$ cat src/rtl/ltc2624_responder_pkg.sv
// Shared definitions for the LTC2624 DAC responder: command/address codes,
// frame length and FSM state encoding.
package ltc2624_responder_pkg;

  localparam logic [3:0] CMD_WR_IN  = 4'b0000;
  localparam logic [3:0] CMD_UPD    = 4'b0001;
  localparam logic [3:0] CMD_WR_UPD = 4'b0011;
  localparam logic [3:0] CMD_PWRDN  = 4'b0100;
  localparam logic [3:0] CMD_NOP    = 4'b1111;

  localparam logic [3:0] ADDR_ALL   = 4'b1111;
  localparam int unsigned FRAME_BITS = 32;

  typedef enum logic [1:0] {
    ST_IDLE  = 2'd0,
    ST_SHIFT = 2'd1,
    ST_DONE  = 2'd2
  } state_e;

  // Channel select mask, bit 0 = A ... bit 3 = D; unknown addresses select nothing.
  function automatic logic [3:0] addr_mask(input logic [3:0] addr);
    logic [3:0] m;
    case (addr)
      4'd0:     m = 4'b0001;
      4'd1:     m = 4'b0010;
      4'd2:     m = 4'b0100;
      4'd3:     m = 4'b1000;
      ADDR_ALL: m = 4'b1111;
      default:  m = 4'b0000;
    endcase
    return m;
  endfunction

endpackage

$ cat src/rtl/ltc2624_responder_if.sv
// Serial DAC link between an initiator (master) and the LTC2624 responder (slave).
interface ltc2624_responder_if;
  logic SPI_SCK;
  logic DAC_CS;
  logic DAC_CLR;
  logic SPI_MOSI;
  logic DAC_OUT;

  modport master (output SPI_SCK, output DAC_CS, output DAC_CLR, output SPI_MOSI,
                  input DAC_OUT);
  modport slave  (input SPI_SCK, input DAC_CS, input DAC_CLR, input SPI_MOSI,
                  output DAC_OUT);
endinterface

$ cat src/rtl/ltc2624_responder_sync_edge.sv
// Two-flop synchroniser with a third flop for edge detection on the
// synchronised level; RST_VAL sets the idle level loaded by reset.
module sync_edge #(
  parameter logic RST_VAL = 1'b0
) (
  input  logic clk_i,
  input  logic rst_i,
  input  logic d_i,
  output logic q_o,
  output logic rise_o,
  output logic fall_o
);

  logic [2:0] sync_q;

  always_ff @(posedge clk_i) begin
    if (rst_i) sync_q <= {3{RST_VAL}};
    else       sync_q <= {sync_q[1:0], d_i};
  end

  assign q_o    = sync_q[1];
  assign rise_o = sync_q[1] & ~sync_q[2];
  assign fall_o = ~sync_q[1] & sync_q[2];

endmodule

$ cat src/rtl/ltc2624_responder.sv
// LTC2624 quad 12-bit DAC responder: decodes 32-bit SPI frames into input/output
// registers. Define LTC2624_ECHO_EN to enable the DAC_OUT serial echo.
module ltc2624_responder
  import ltc2624_responder_pkg::*;
(
  input  logic                 CLK50MHZ,
  input  logic                 RST,
  ltc2624_responder_if.slave   spi,
  output logic [47:0]          dac_val,
  output logic [3:0]           last_cmd,
  output logic [3:0]           last_addr,
  output logic                 frame_ok,
  output logic                 frame_err
);

  logic sck_q, sck_rise, sck_fall;
  logic cs_q, cs_rise, cs_fall;
  logic clr_q, clr_rise, clr_fall;
  logic mosi_q, mosi_rise, mosi_fall;

  sync_edge #(.RST_VAL(1'b0)) u_sync_sck (.clk_i(CLK50MHZ), .rst_i(RST), .d_i(spi.SPI_SCK),
    .q_o(sck_q), .rise_o(sck_rise), .fall_o(sck_fall));
  sync_edge #(.RST_VAL(1'b1)) u_sync_cs (.clk_i(CLK50MHZ), .rst_i(RST), .d_i(spi.DAC_CS),
    .q_o(cs_q), .rise_o(cs_rise), .fall_o(cs_fall));
  sync_edge #(.RST_VAL(1'b1)) u_sync_clr (.clk_i(CLK50MHZ), .rst_i(RST), .d_i(spi.DAC_CLR),
    .q_o(clr_q), .rise_o(clr_rise), .fall_o(clr_fall));
  sync_edge #(.RST_VAL(1'b0)) u_sync_mosi (.clk_i(CLK50MHZ), .rst_i(RST), .d_i(spi.SPI_MOSI),
    .q_o(mosi_q), .rise_o(mosi_rise), .fall_o(mosi_fall));

  state_e            state_q;
  logic [31:0]       sr_q;
  logic [5:0]        cnt_q, cnt_d;
  logic [3:0]        last_cmd_q, last_addr_q;
  logic              ok_q, err_q;
  logic [3:0][11:0]  in_q, in_d, out_q, out_d;
  logic              accept;

  assign cnt_d  = (cnt_q == 6'd63) ? cnt_q : cnt_q + 6'd1;
  assign accept = (state_q == ST_DONE) && (cnt_q == 6'(FRAME_BITS));

  always_ff @(posedge CLK50MHZ) begin
    if (RST) begin
      state_q     <= ST_IDLE;
      sr_q        <= '0;
      cnt_q       <= '0;
      last_cmd_q  <= '0;
      last_addr_q <= '0;
      ok_q        <= 1'b0;
      err_q       <= 1'b0;
    end else begin
      ok_q  <= 1'b0;
      err_q <= 1'b0;
      case (state_q)
        ST_IDLE: begin
          if (cs_fall) begin
            state_q <= ST_SHIFT;
            cnt_q   <= '0;
          end
        end
        ST_SHIFT: begin
          if (sck_rise) begin
            sr_q  <= {sr_q[30:0], mosi_q};
            cnt_q <= cnt_d;
          end
          if (cs_rise) state_q <= ST_DONE;
        end
        ST_DONE: begin
          state_q <= ST_IDLE;
          if (accept) begin
            ok_q        <= 1'b1;
            last_cmd_q  <= sr_q[23:20];
            last_addr_q <= sr_q[19:16];
          end else begin
            err_q <= 1'b1;
          end
        end
        default: state_q <= ST_IDLE;
      endcase
    end
  end

  // Clear is applied last so it overrides a frame committing in the same cycle.
  always_comb begin
    logic [3:0] mask;
    in_d  = in_q;
    out_d = out_q;
    mask  = addr_mask(sr_q[19:16]);
    if (accept) begin
      for (int ch = 0; ch < 4; ch++) begin
        if (mask[ch]) begin
          case (sr_q[23:20])
            CMD_WR_IN:  in_d[ch] = sr_q[15:4];
            CMD_UPD:    out_d[ch] = in_q[ch];
            CMD_WR_UPD: begin
              in_d[ch]  = sr_q[15:4];
              out_d[ch] = sr_q[15:4];
            end
            CMD_PWRDN, CMD_NOP: ;
            default: ;
          endcase
        end
      end
    end
    if (!clr_q) begin
      in_d  = '0;
      out_d = '0;
    end
  end

  always_ff @(posedge CLK50MHZ) begin
    if (RST) begin
      in_q  <= '0;
      out_q <= '0;
    end else begin
      in_q  <= in_d;
      out_q <= out_d;
    end
  end

`ifdef LTC2624_ECHO_EN
  logic echo_q;

  always_ff @(posedge CLK50MHZ) begin
    if (RST)                                    echo_q <= 1'b0;
    else if (state_q == ST_SHIFT && sck_fall)   echo_q <= sr_q[31];
  end

  assign spi.DAC_OUT = echo_q;
`else
  assign spi.DAC_OUT = 1'b0;
`endif

  assign dac_val   = out_q;
  assign last_cmd  = last_cmd_q;
  assign last_addr = last_addr_q;
  assign frame_ok  = ok_q;
  assign frame_err = err_q;

  logic unused_sig;
  assign unused_sig = &{1'b0, sck_q, sck_fall, cs_q, clr_rise, clr_fall,
                        mosi_rise, mosi_fall, sr_q[31:24], sr_q[3:0]};

endmodule

$ cat src/flat_wrapper.sv
// flat-port wrapper written by rule: the top's interface ports become plain ports
module ltc2624_responder_flat import ltc2624_responder_pkg::*;
  (CLK50MHZ, RST, dac_val, last_cmd, last_addr, frame_ok, frame_err, spi_SPI_SCK, spi_DAC_CS, spi_DAC_CLR, spi_SPI_MOSI, spi_DAC_OUT);
  ltc2624_responder_if spi_i ();
  input  logic CLK50MHZ;
  input  logic RST;
  output logic [47:0] dac_val;
  output logic [3:0] last_cmd;
  output logic [3:0] last_addr;
  output logic frame_ok;
  output logic frame_err;
  input wire logic [$bits(spi_i.SPI_SCK)-1:0] spi_SPI_SCK;
  input wire logic [$bits(spi_i.DAC_CS)-1:0] spi_DAC_CS;
  input wire logic [$bits(spi_i.DAC_CLR)-1:0] spi_DAC_CLR;
  input wire logic [$bits(spi_i.SPI_MOSI)-1:0] spi_SPI_MOSI;
  output wire logic [$bits(spi_i.DAC_OUT)-1:0] spi_DAC_OUT;
  assign spi_i.SPI_SCK = spi_SPI_SCK;
  assign spi_i.DAC_CS = spi_DAC_CS;
  assign spi_i.DAC_CLR = spi_DAC_CLR;
  assign spi_i.SPI_MOSI = spi_SPI_MOSI;
  assign spi_DAC_OUT = spi_i.DAC_OUT;
  ltc2624_responder u_core (.CLK50MHZ(CLK50MHZ), .RST(RST), .spi(spi_i), .dac_val(dac_val), .last_cmd(last_cmd), .last_addr(last_addr), .frame_ok(frame_ok), .frame_err(frame_err));
endmodule
$ cat config.mk
export PLATFORM = sky130hd
export DESIGN_NAME = ltc2624_responder_flat
export DESIGN_NICKNAME = d
export VERILOG_FILES = /design/src/rtl/ltc2624_responder_pkg.sv /design/src/rtl/ltc2624_responder_if.sv /design/src/rtl/ltc2624_responder_sync_edge.sv /design/src/rtl/ltc2624_responder.sv /design/src/flat_wrapper.sv
export SDC_FILE = /design/constraint.sdc
export NUM_CORES = 1
export LEC_CHECK = 0
export ABC_AREA = 0
export CAP_MARGIN = 20
export CORE_UTILIZATION = 23
export CTS_CLUSTER_DIAMETER = 200
export CTS_CLUSTER_SIZE = 20
export DETAILED_ROUTE_END_ITERATION = 10
export RECOVER_POWER = 50
export SLEW_MARGIN = 15
export SYNTH_ARGS = -nofsm -noshare
export SYNTH_HDL_FRONTEND = slang
export SYNTH_SLANG_ARGS = --single-unit
$ cat constraint.sdc
create_clock -name CLK50MHZ -period 3.01 [get_ports CLK50MHZ]
set_clock_uncertainty 0.2 [all_clocks]
set_input_delay 0.602 -clock CLK50MHZ [delete_from_list [all_inputs] [get_ports CLK50MHZ]]
set_output_delay 0.602 -clock CLK50MHZ [all_outputs]
set_load 0.005 [all_outputs]
Yosys cells after proc, flatten, opt, wreduce, memory -nomap -nowiden

Index checks and enable logic that the tools add are counted.

Bits in registers: 148
Bits of input ports: 6
Output and inout port bits: 59

Add/sub/neg operators: 1
Eq/ne operators: 14
Muxes and demuxes: 14
Bitwise operators: 8
Reduce and logical (&&, ||, !) cells: 21

Operators with widths:

| kind                                                                     | number |
|---|---|
| 12-bit one-hot mux with 2 select lines                                   | 4 |
| 3-bit AND reduction                                                      | 8 |
| 4-bit one-hot mux with 5 select lines                                    | 1 |
| 6-bit two-way mux                                                        | 3 |
| 4-bit by 2-bit == test with 1-bit output (second input constant)         | 3 |
| 6-bit == test (second input constant)                                    | 2 |
| 6-bit one-hot mux with 2 select lines                                    | 1 |
| 4-bit by 1-bit == test with 1-bit output (second input constant)         | 2 |
| 4-bit zero test                                                          | 2 |
| 6-bit by 1-bit adder with 6-bit output (second input constant)           | 1 |
| 2-bit by 1-bit inequality test with 1-bit output (second input constant) | 3 |
| 2-bit AND reduction                                                      | 3 |
| 2-bit OR reduction                                                       | 3 |
| 1-bit NOT                                                                | 5 |
| 4-bit == test (second input constant)                                    | 1 |
| 2-bit two-way mux                                                        | 2 |
| 2-bit one-hot mux with 2 select lines                                    | 1 |
| 4-bit AND reduction                                                      | 1 |
| 2-bit nonzero test                                                       | 2 |
| 1-bit AND                                                                | 3 |
| 2-bit by 1-bit == test with 1-bit output (second input constant)         | 1 |
| 2-bit == test (second input constant)                                    | 1 |
| 2-bit zero test                                                          | 1 |
| 1-bit two-way mux                                                        | 2 |
| 2 further kinds                                                          | 2 |

Logic depth before layout (Yosys ltp)

Gate-level depths: netlist of run 1.

Depth in word-level cells: 4
Mapped depth: 8

Hierarchy

A second synthesis of run 1 with hierarchy kept.

Cells, all modules: 625
Area, all modules: 6082.1 µm²

By module, submodules not included:

| module                              | instances | cells each | area an instance (µm²) | sequential area each (µm²) |
|---|---|---|---|---|
| ltc2624_responder                   | 1         | 593        | 5714.2                 | 2762.6 |
| sync_edge at u_core.u_sync_clr ...  | 2         | 8          | 92.6                   | 60.1 |
| sync_edge at u_core.u_sync_mosi ... | 2         | 8          | 91.3                   | 60.1 |

Least setup slack after synthesis of run 1

OpenSTA, ideal clock, no wires.

Path type: flip-flop to flip-flop
From: register u_core.cnt_q[0]
To: register u_core.in_q[10] (netlist name)
Data arrival time: 1871 ps
Data required time: 2738 ps
Path slack: 867 ps
Stages on the path, launching flop included: 9
Period minus slack after synthesis: 2143 ps
Cells stage by stage: dfxtp_1 inv_1 ha_1 nand4bb_2 or2_1 buf_2 a2111oi_4 buf_6 mux2i_1

Cells in the longest elaborated chain, start to end: 3

Ends and longest elaborated chain:

| item                          | line                     | source |
|---|---|---|
| start: declaration            | ltc2624_responder.sv:32  | `logic [5:0] cnt_q, cnt_d;` |
| start signal: assignment      | ltc2624_responder.sv:63  | `cnt_q <= cnt_d;` |
| 6-bit == test                 | ltc2624_responder.sv:39  | `assign accept = (state_q == ST_DONE) && (cnt_q == 6'(FRAME_BITS));` |
| 1-bit logical AND             | ltc2624_responder.sv:39  |  |
| 3-bit AND reduction (no line) | -                        |  |
| end signal: assignment        | ltc2624_responder.sv:115 | `in_q <= in_d;` |
| end: declaration              | ltc2624_responder.sv:35  | `logic [3:0][11:0] in_q, in_d, out_q, out_d;` |

No other way between the ends.
A chain may end at the register's enable or synchronous reset.

Worst setup path after layout of run 1

From: register u_core.sr_q[20]
To: register u_core.out_q, in the netlist u_core.dac_val[33]

Cells in the longest elaborated chain, start to end: 3
Elaborated cells on any way between the ends: 5
Classes of those cells: eq/ne (2); mux (1); reduce/logical (2)

Ends and longest elaborated chain:

| item                                                                                                 | line                     | source |
|---|---|---|
| start: declaration                                                                                   | ltc2624_responder.sv:31  | `logic [31:0] sr_q;` |
| start signal: assignment                                                                             | ltc2624_responder.sv:62  | `sr_q <= {sr_q[30:0], mosi_q};` |
| 4-bit by 1-bit == test with 1-bit output or 4-bit by 2-bit == test with 1-bit output (tied branches) | ltc2624_responder.sv:91  | `case (sr_q[23:20])` |
| 2-bit nonzero test (no line)                                                                         | -                        |  |
| 3-bit AND reduction (no line)                                                                        | -                        |  |
| end signal: assignment                                                                               | ltc2624_responder.sv:116 | `out_q <= out_d;` |
| end: declaration                                                                                     | ltc2624_responder.sv:35  |  |

Several ways; a longest one is shown, not always the timed one.

==> flow_summary_export.csv, run 1 <==
group,metric,value,unit
critical_path,max_stage_delay,620,ps
worst_hold_path,min_from,"u_core.u_sync_cs.sync_q[0]",
critical_path,reg2regPathDepth,4,
placement,place.gp.congestion,0.8197,
final_layout,antenna_cells,0,
floorplanning,fp.dieH,162.4,um
cts,postCtsSetupBuffers,0,
synth,synth_common_cells,"dfxtp_1 (148), nand2_1 (130), a21oi_1 (80)",
synth,yosys.area.top_type,"dfxtp_1",
status,status,"completed",
drt,drt-total-wl,14850,um
floorplanning,die_area,26370,um2
drt,wl_met1,7155,um
synth,synth-seq-cells,148,
worst_hold_path,hold_class,"reg -> reg",
cts,ctsResizeCount,0,
critical_path,startpoint,"u_core.sr_q[20]",
timing,setup_tns,0,ps
critical_path,crit_path_cell_trace,"or3b_1 > or3_1 > a2111oi_0 > nor3_1",
synth,synth-edff-count,0,
final_layout,nets,702,
synth,synth_top_area_share,50.07,%
drt,met2_length,6916,um
cts,cts_buffers,17,
timing,hold_violations,0,
timing,drv_slew,0,
critical_path,cp-start-kind,"register",
timing,setup_viol_count_final,0,
final_layout,area_delta_synth_final,26.58,%
timing,layout_setup_ws,438.2,ps
global_route,grt_max_degree,61,
cts,clkSinkCount,148,
cts,clockBufferDepth,2,
drt,drt_iter0_drc,213,
critical_path,crit_type,"reg -> reg",
synth,synth_area_per_cell,9.117,um2
floorplanning,rows,58,
flow_run,maxCapViolCount,0,
placement,port_buffers,63,
power_and_ir_drop,power_leakage,2.788,nW
floorplanning,dieWidth,162.4,um
synth,synthArstFlopShare,0,%
drt,drc,0,
synth,ys_seq_area_share,50.07,%
cts,path_clk_slew,60,ps
global_route,antenna_found_initial,0,
global_route,grt_pass1_vias,4430,
timing,period_needed,2572,ps
cts,clockRootBuffer,"clkbuf_16",
timing,whs,207.1,ps
drt,maxUsedRoutingLayer,"met4",
timing,fin_crit_sh,85.44,%
global_route,grt_pass1_wl,23840,um
timing,rsz0062_at_grt,"no",
cts,cts_tree,"done",
synth,yosys-top-cells-area,"dfxtp_1 (50%), nand2_1 (8.2%), mux2i_1 (8.1%), a21oi_1 (6.8%), a211oi_1 (3.6%)",
final_layout,drive_above_1_share,10.33,%
critical_path,crit_slowest_cell,"a2111oi_0",
global_route,gr-total-overflow,0,
critical_path,crit_fanout,12,
synth,yosysWarningCount,0,
drt,route.vias.total,4653,
power_and_ir_drop,p_per_area,559.3,nW/um2
drt,dr.pass1.iters,4,
power_and_ir_drop,vdd_drop_max,369.8,uV
timing,max-slew-margin-rel,37.21,%
placement,dpl_worst_slack,399.1,ps
cts,htreeDepth,4,
synth,synth_flop_cell,"dfxtp_1",
placement,dp_hpwl,9878,um
synth,syn_inst,649,
cts,hold_buffers,0,
global_route,grt_usage,11.72,%
synth,synth_area,5917,um2
floorplanning,io_pins,65,
synth,yosysMostFrequentCell,"dfxtp_1",
worst_hold_path,holdPathStages,1,
drt,wl_per_cell,14.32,um
drt,avgViaCountPerCell,4.487,
timing,fmax,388.8,MHz
critical_path,cp_data_arrival_time,2670,ps
timing,worst_pin_slew,941.8,ps
floorplanning,coreArea,25180,um2
critical_path,cp_data_required_time,3100,ps
synth,synth_nets,657,
drt,route.met3.wl,606,um
critical_path,setup.worst_path.end_class,"register",
cts,clock_latency,430,ps
drt,drtAntennaViolNets,0,
floorplanning,initial_core_util,23.50,%
synth,synth_cell_type_count,54,
critical_path,r2r-start,"u_core.sr_q[20]",
==> cells by family after synthesis <==
family / synth area share, %
fa+ha+maj: 0.4229
compound gates: 16.94
other cells: 0.06338
mux: 8.120
buf+inv: 4.250
simple gates: 19.84
xor+xnor: 0.2961
flops: 50.07
==> final cells by class <==
class                   instances  area (um2)
clock inverters                10       121.4
fillers                      2665       17690
repair buffers                 79       773.2
multi-input cells             446        2728
flip-flops and latches        148        2963
clock buffers                  22       484.2
well taps                     330       412.9
inverters                       2       7.507
==> flip-flops by register name, summed over array words and instances (netlist names), 3 cells and up <==
signal and cells:
u_core.last_addr 4, u_core.in_q 48, u_core.sr_q 24, u_core.last_cmd 4, u_core.cnt_q 6, u_core.dac_val 48, u_core.u_sync_cs.sync_q 3, u_core.u_sync_sck.sync_q 3
==> per-layer routing <==
| metal | global-route usage [%] | vias up |
|---|---|---|
| met4 | 3.731 | 0 |
| met2 | 18.63 | 80 |
| met1 | 15.31 | 2183 |
| met5 | 0 | - |
| met3 | 3.158 | 15 |
| li1 | - | 2375 |
==> cells in the final DEF (no fill, tap or decap), types with 2 or more instances in the layout <==
cell and instances:
a2111oi_0 12, a2111oi_4 3, a211oi_1 28, a211oi_2 8
a21o_1 2, a21oi_1 80, and2_1 12, and3_1 2
buf_12 2, buf_4 13, bufinv_16 2, clkbuf_16 17
clkbuf_8 4, clkdlybuf4s50_1 6, clkinv_2 2, clkinv_4 4
dfxtp_1 148, dlygate4sd3_1 57, ha_1 2, inv_1 2
mux2i_1 48, nand2_1 130, nand3_1 6, nand4_1 3
nor2_1 42, nor2b_1 6, nor3_1 16, nor3b_1 2
nor4b_1 2, nor4bb_1 3, o21a_1 2, o21ai_0 2
or2_2 6, or3_1 2
==> critical path: cells and delay by family, from the launching register on <==
family             cells  cell delay [ps]
DFF                    1              460
and+or+nand+nor        3             1150
AOI/OAI and AO/OA      1              620
==> final timing paths <==
path | slack, ps | to
worst min register to register | 210 | u_core.u_sync_cs.sync_q[1]
worst max register to register | 440 | u_core.dac_val[33]
worst max-delay path | 440 | u_core.dac_val[33]
worst min-delay path | 210 | u_core.u_sync_cs.sync_q[1]
==> where the power goes <==
group | internal [mW] | total, mW | switching, mW | leakage [nW]
combinational | 0.0231 | 0.0730 | 0.0499 | 1.30
clock | 1.31 | 2.15 | 0.834 | 0.297
sequential | 1.97 | 1.97 | 0.00416 | 1.19
total | 3.30 | 4.19 | 0.888 | 2.79
==> metrics by stage <==
step	instance area (um2)	util, %	power (mW)	instances
after global placement	6887	27.35	2.088	1005
final	7490	29.74	4.189	1037
after global routing	7490	29.74	4.343	1037
after detailed placement	6887	27.35	2.088	1005
after CTS	7492	29.75	4.235	1037
after floorplan	5917	-	2.058	649
No activity file was read; power rests on OpenSTA's default activity.
==> run 2, diff against run 1 <==
Settings changed: TNS_END_PERCENT from default to 1.
==> results of run 2 <==
Same layout as run 1: the final DEF is identical, and so are final timing and power.
==> run 3, diff against run 2 <==
Settings changed: CORE_UTILIZATION 23 to 39.
==> run 3 against run 2 <==
Against the previous run:
- the flow now finishes with violations (design-rule violations)
- flip-flop and latch count unchanged
- non-clock buffer count is 3 higher
- final cell count decreased by 14%
- critical endpoint is now u_core.dac_val[31]
- combinational power is 4.0% higher
- via count is 2.8% higher
- first-iteration DRC count increased by 23%
- maximum frequency decreased by 5.4%
- global-route usage increased by 7.7 points
- register-to-register slack got worse by 150 ps
- critical path depth stayed put
- sequential share of layout area up 0.86 points
==> flow_summary_export.csv, run 3 (synthesis results as in run 1) <==
group,metric,value,unit
floorplanning,coreArea,14640,um2
power_and_ir_drop,p_per_area,577.0,nW/um2
cts,ctsResizeCount,0,
global_route,grt_pass1_wl,23800,um
timing,fmax,367.8,MHz
flow_run,maxCapViolCount,0,
global_route,gr-total-overflow,0,
drt,avgViaCountPerCell,5.348,
cts,clock_latency,420,ps
drt,drc,14,
timing,rsz0062_at_grt,"no",
cts,clkSinkCount,148,
final_layout,final_cell_mix,"dfxtp_1 (148), nand2_1 (130), a21oi_1 (80), dlygate4sd3_1 (57), mux2i_1 (48)",
drt,drt-total-wl,14460,um
critical_path,setup.worst_path.end_class,"register",
critical_path,cp-start-kind,"register",
critical_path,cp_data_arrival_time,2790,ps
timing,hold_violations,0,
critical_path,crit_type,"reg -> reg",
timing,whs,205.0,ps
critical_path,crit_fanout,12,
final_layout,drive_above_1_share,10.28,%
cts,path_clk_slew,60,ps
floorplanning,die_area,15670,um2
timing,fin_crit_sh,90.32,%
status,failed_checks,"design-rule violations",
status,status,"finished, violations left",
floorplanning,initial_core_util,40.40,%
worst_hold_path,hold_class,"reg -> reg",
placement,place.gp.congestion,0.8683,
cts,clockBufferDepth,2,
drt,route.vias.total,4781,
drt,drt_iter0_drc,263,
final_layout,nets,705,
timing,period_needed,2719,ps
floorplanning,rows,44,
placement,dp_hpwl,9813,um
timing,max-slew-margin-rel,41.94,%
floorplanning,io_pins,65,
cts,hold_buffers,0,
power_and_ir_drop,vdd_drop_max,425.3,uV
global_route,grt_pass1_vias,4732,
final_layout,area_delta_synth_final,23.87,%
timing,worst_pin_slew,849.0,ps
global_route,antenna_found_initial,0,
placement,port_buffers,63,
final_layout,antenna_cells,0,
cts,htreeDepth,4,
global_route,grt_usage,19.37,%
drt,wl_per_cell,16.17,um
power_and_ir_drop,power_leakage,2.809,nW
timing,drv_slew,0,
final_layout,final_common_cell,"dfxtp_1",
floorplanning,dieWidth,125.2,um
cts,clockRootBuffer,"clkbuf_16",
timing,setup_tns,0,ps
critical_path,cp_data_required_time,3080,ps
global_route,grt_max_degree,43,
timing,setup_viol_count_final,0,
cts,cts_tree,"done",
cts,cts_buffers,17,
drt,dr.pass1.iters,9,
floorplanning,fp.dieH,125.2,um
drt,drtAntennaViolNets,0,
cts,postCtsSetupBuffers,0,
run 3: routing by layer:
metal	global-route usage, %	vias up	wire length, um
met1	23.35	2276	6373
met5	0	-	0
met4	8.178	0	240
li1	-	2366	-
met3	4.792	19	723
met2	32.90	120	7120
run 3: power breakdown:
part	total [mW]	internal [mW]	leakage, nW	switching, mW
clock network	2.18	1.39	0.307	0.796
registers	1.97	1.97	1.19	0.00420
logic	0.0759	0.0255	1.31	0.0504
run 3: metrics by stage:
stage	power (mW)	setup WS, ps	area [um2]	utilization, %	std cells
floorplan	2.058	867.4	5917	-	649
global route	4.370	194.4	7330	50.05	894
global placement	2.088	304.1	6726	45.93	862
CTS	4.276	234.1	7338	50.11	894
detailed placement	2.090	250.2	6726	45.93	862
finish	4.229	291.5	7330	50.05	894
run 3: worst paths after layout:
path,startpoint,end,slack [ps],depth (start not counted)
min reg2reg,u_core.u_sync_cs.sync_q[0],u_core.u_sync_cs.sync_q[1],200,1
max,u_core.sr_q[20],u_core.dac_val[31],290,4
max reg2reg,u_core.sr_q[20],u_core.dac_val[31],290,4
min,u_core.u_sync_cs.sync_q[0],u_core.u_sync_cs.sync_q[1],200,1
run 3: layout make-up:
class | count | area, um2
clock buffers | 23 | 488.0
clock inverters | 9 | 123.9
fillers | 1362 | 7315
inverters | 2 | 7.507
multi-input cells | 446 | 2725
flip-flops and latches | 148 | 2963
well taps | 184 | 230.2
repair buffers | 82 | 792.0
run 3: critical path, stage by stage (launching register included):
cell and delay [ps]:
dfxtp_1 440, or3b_1 510, or3_1 550, a2111oi_0 800
nor3_1 80
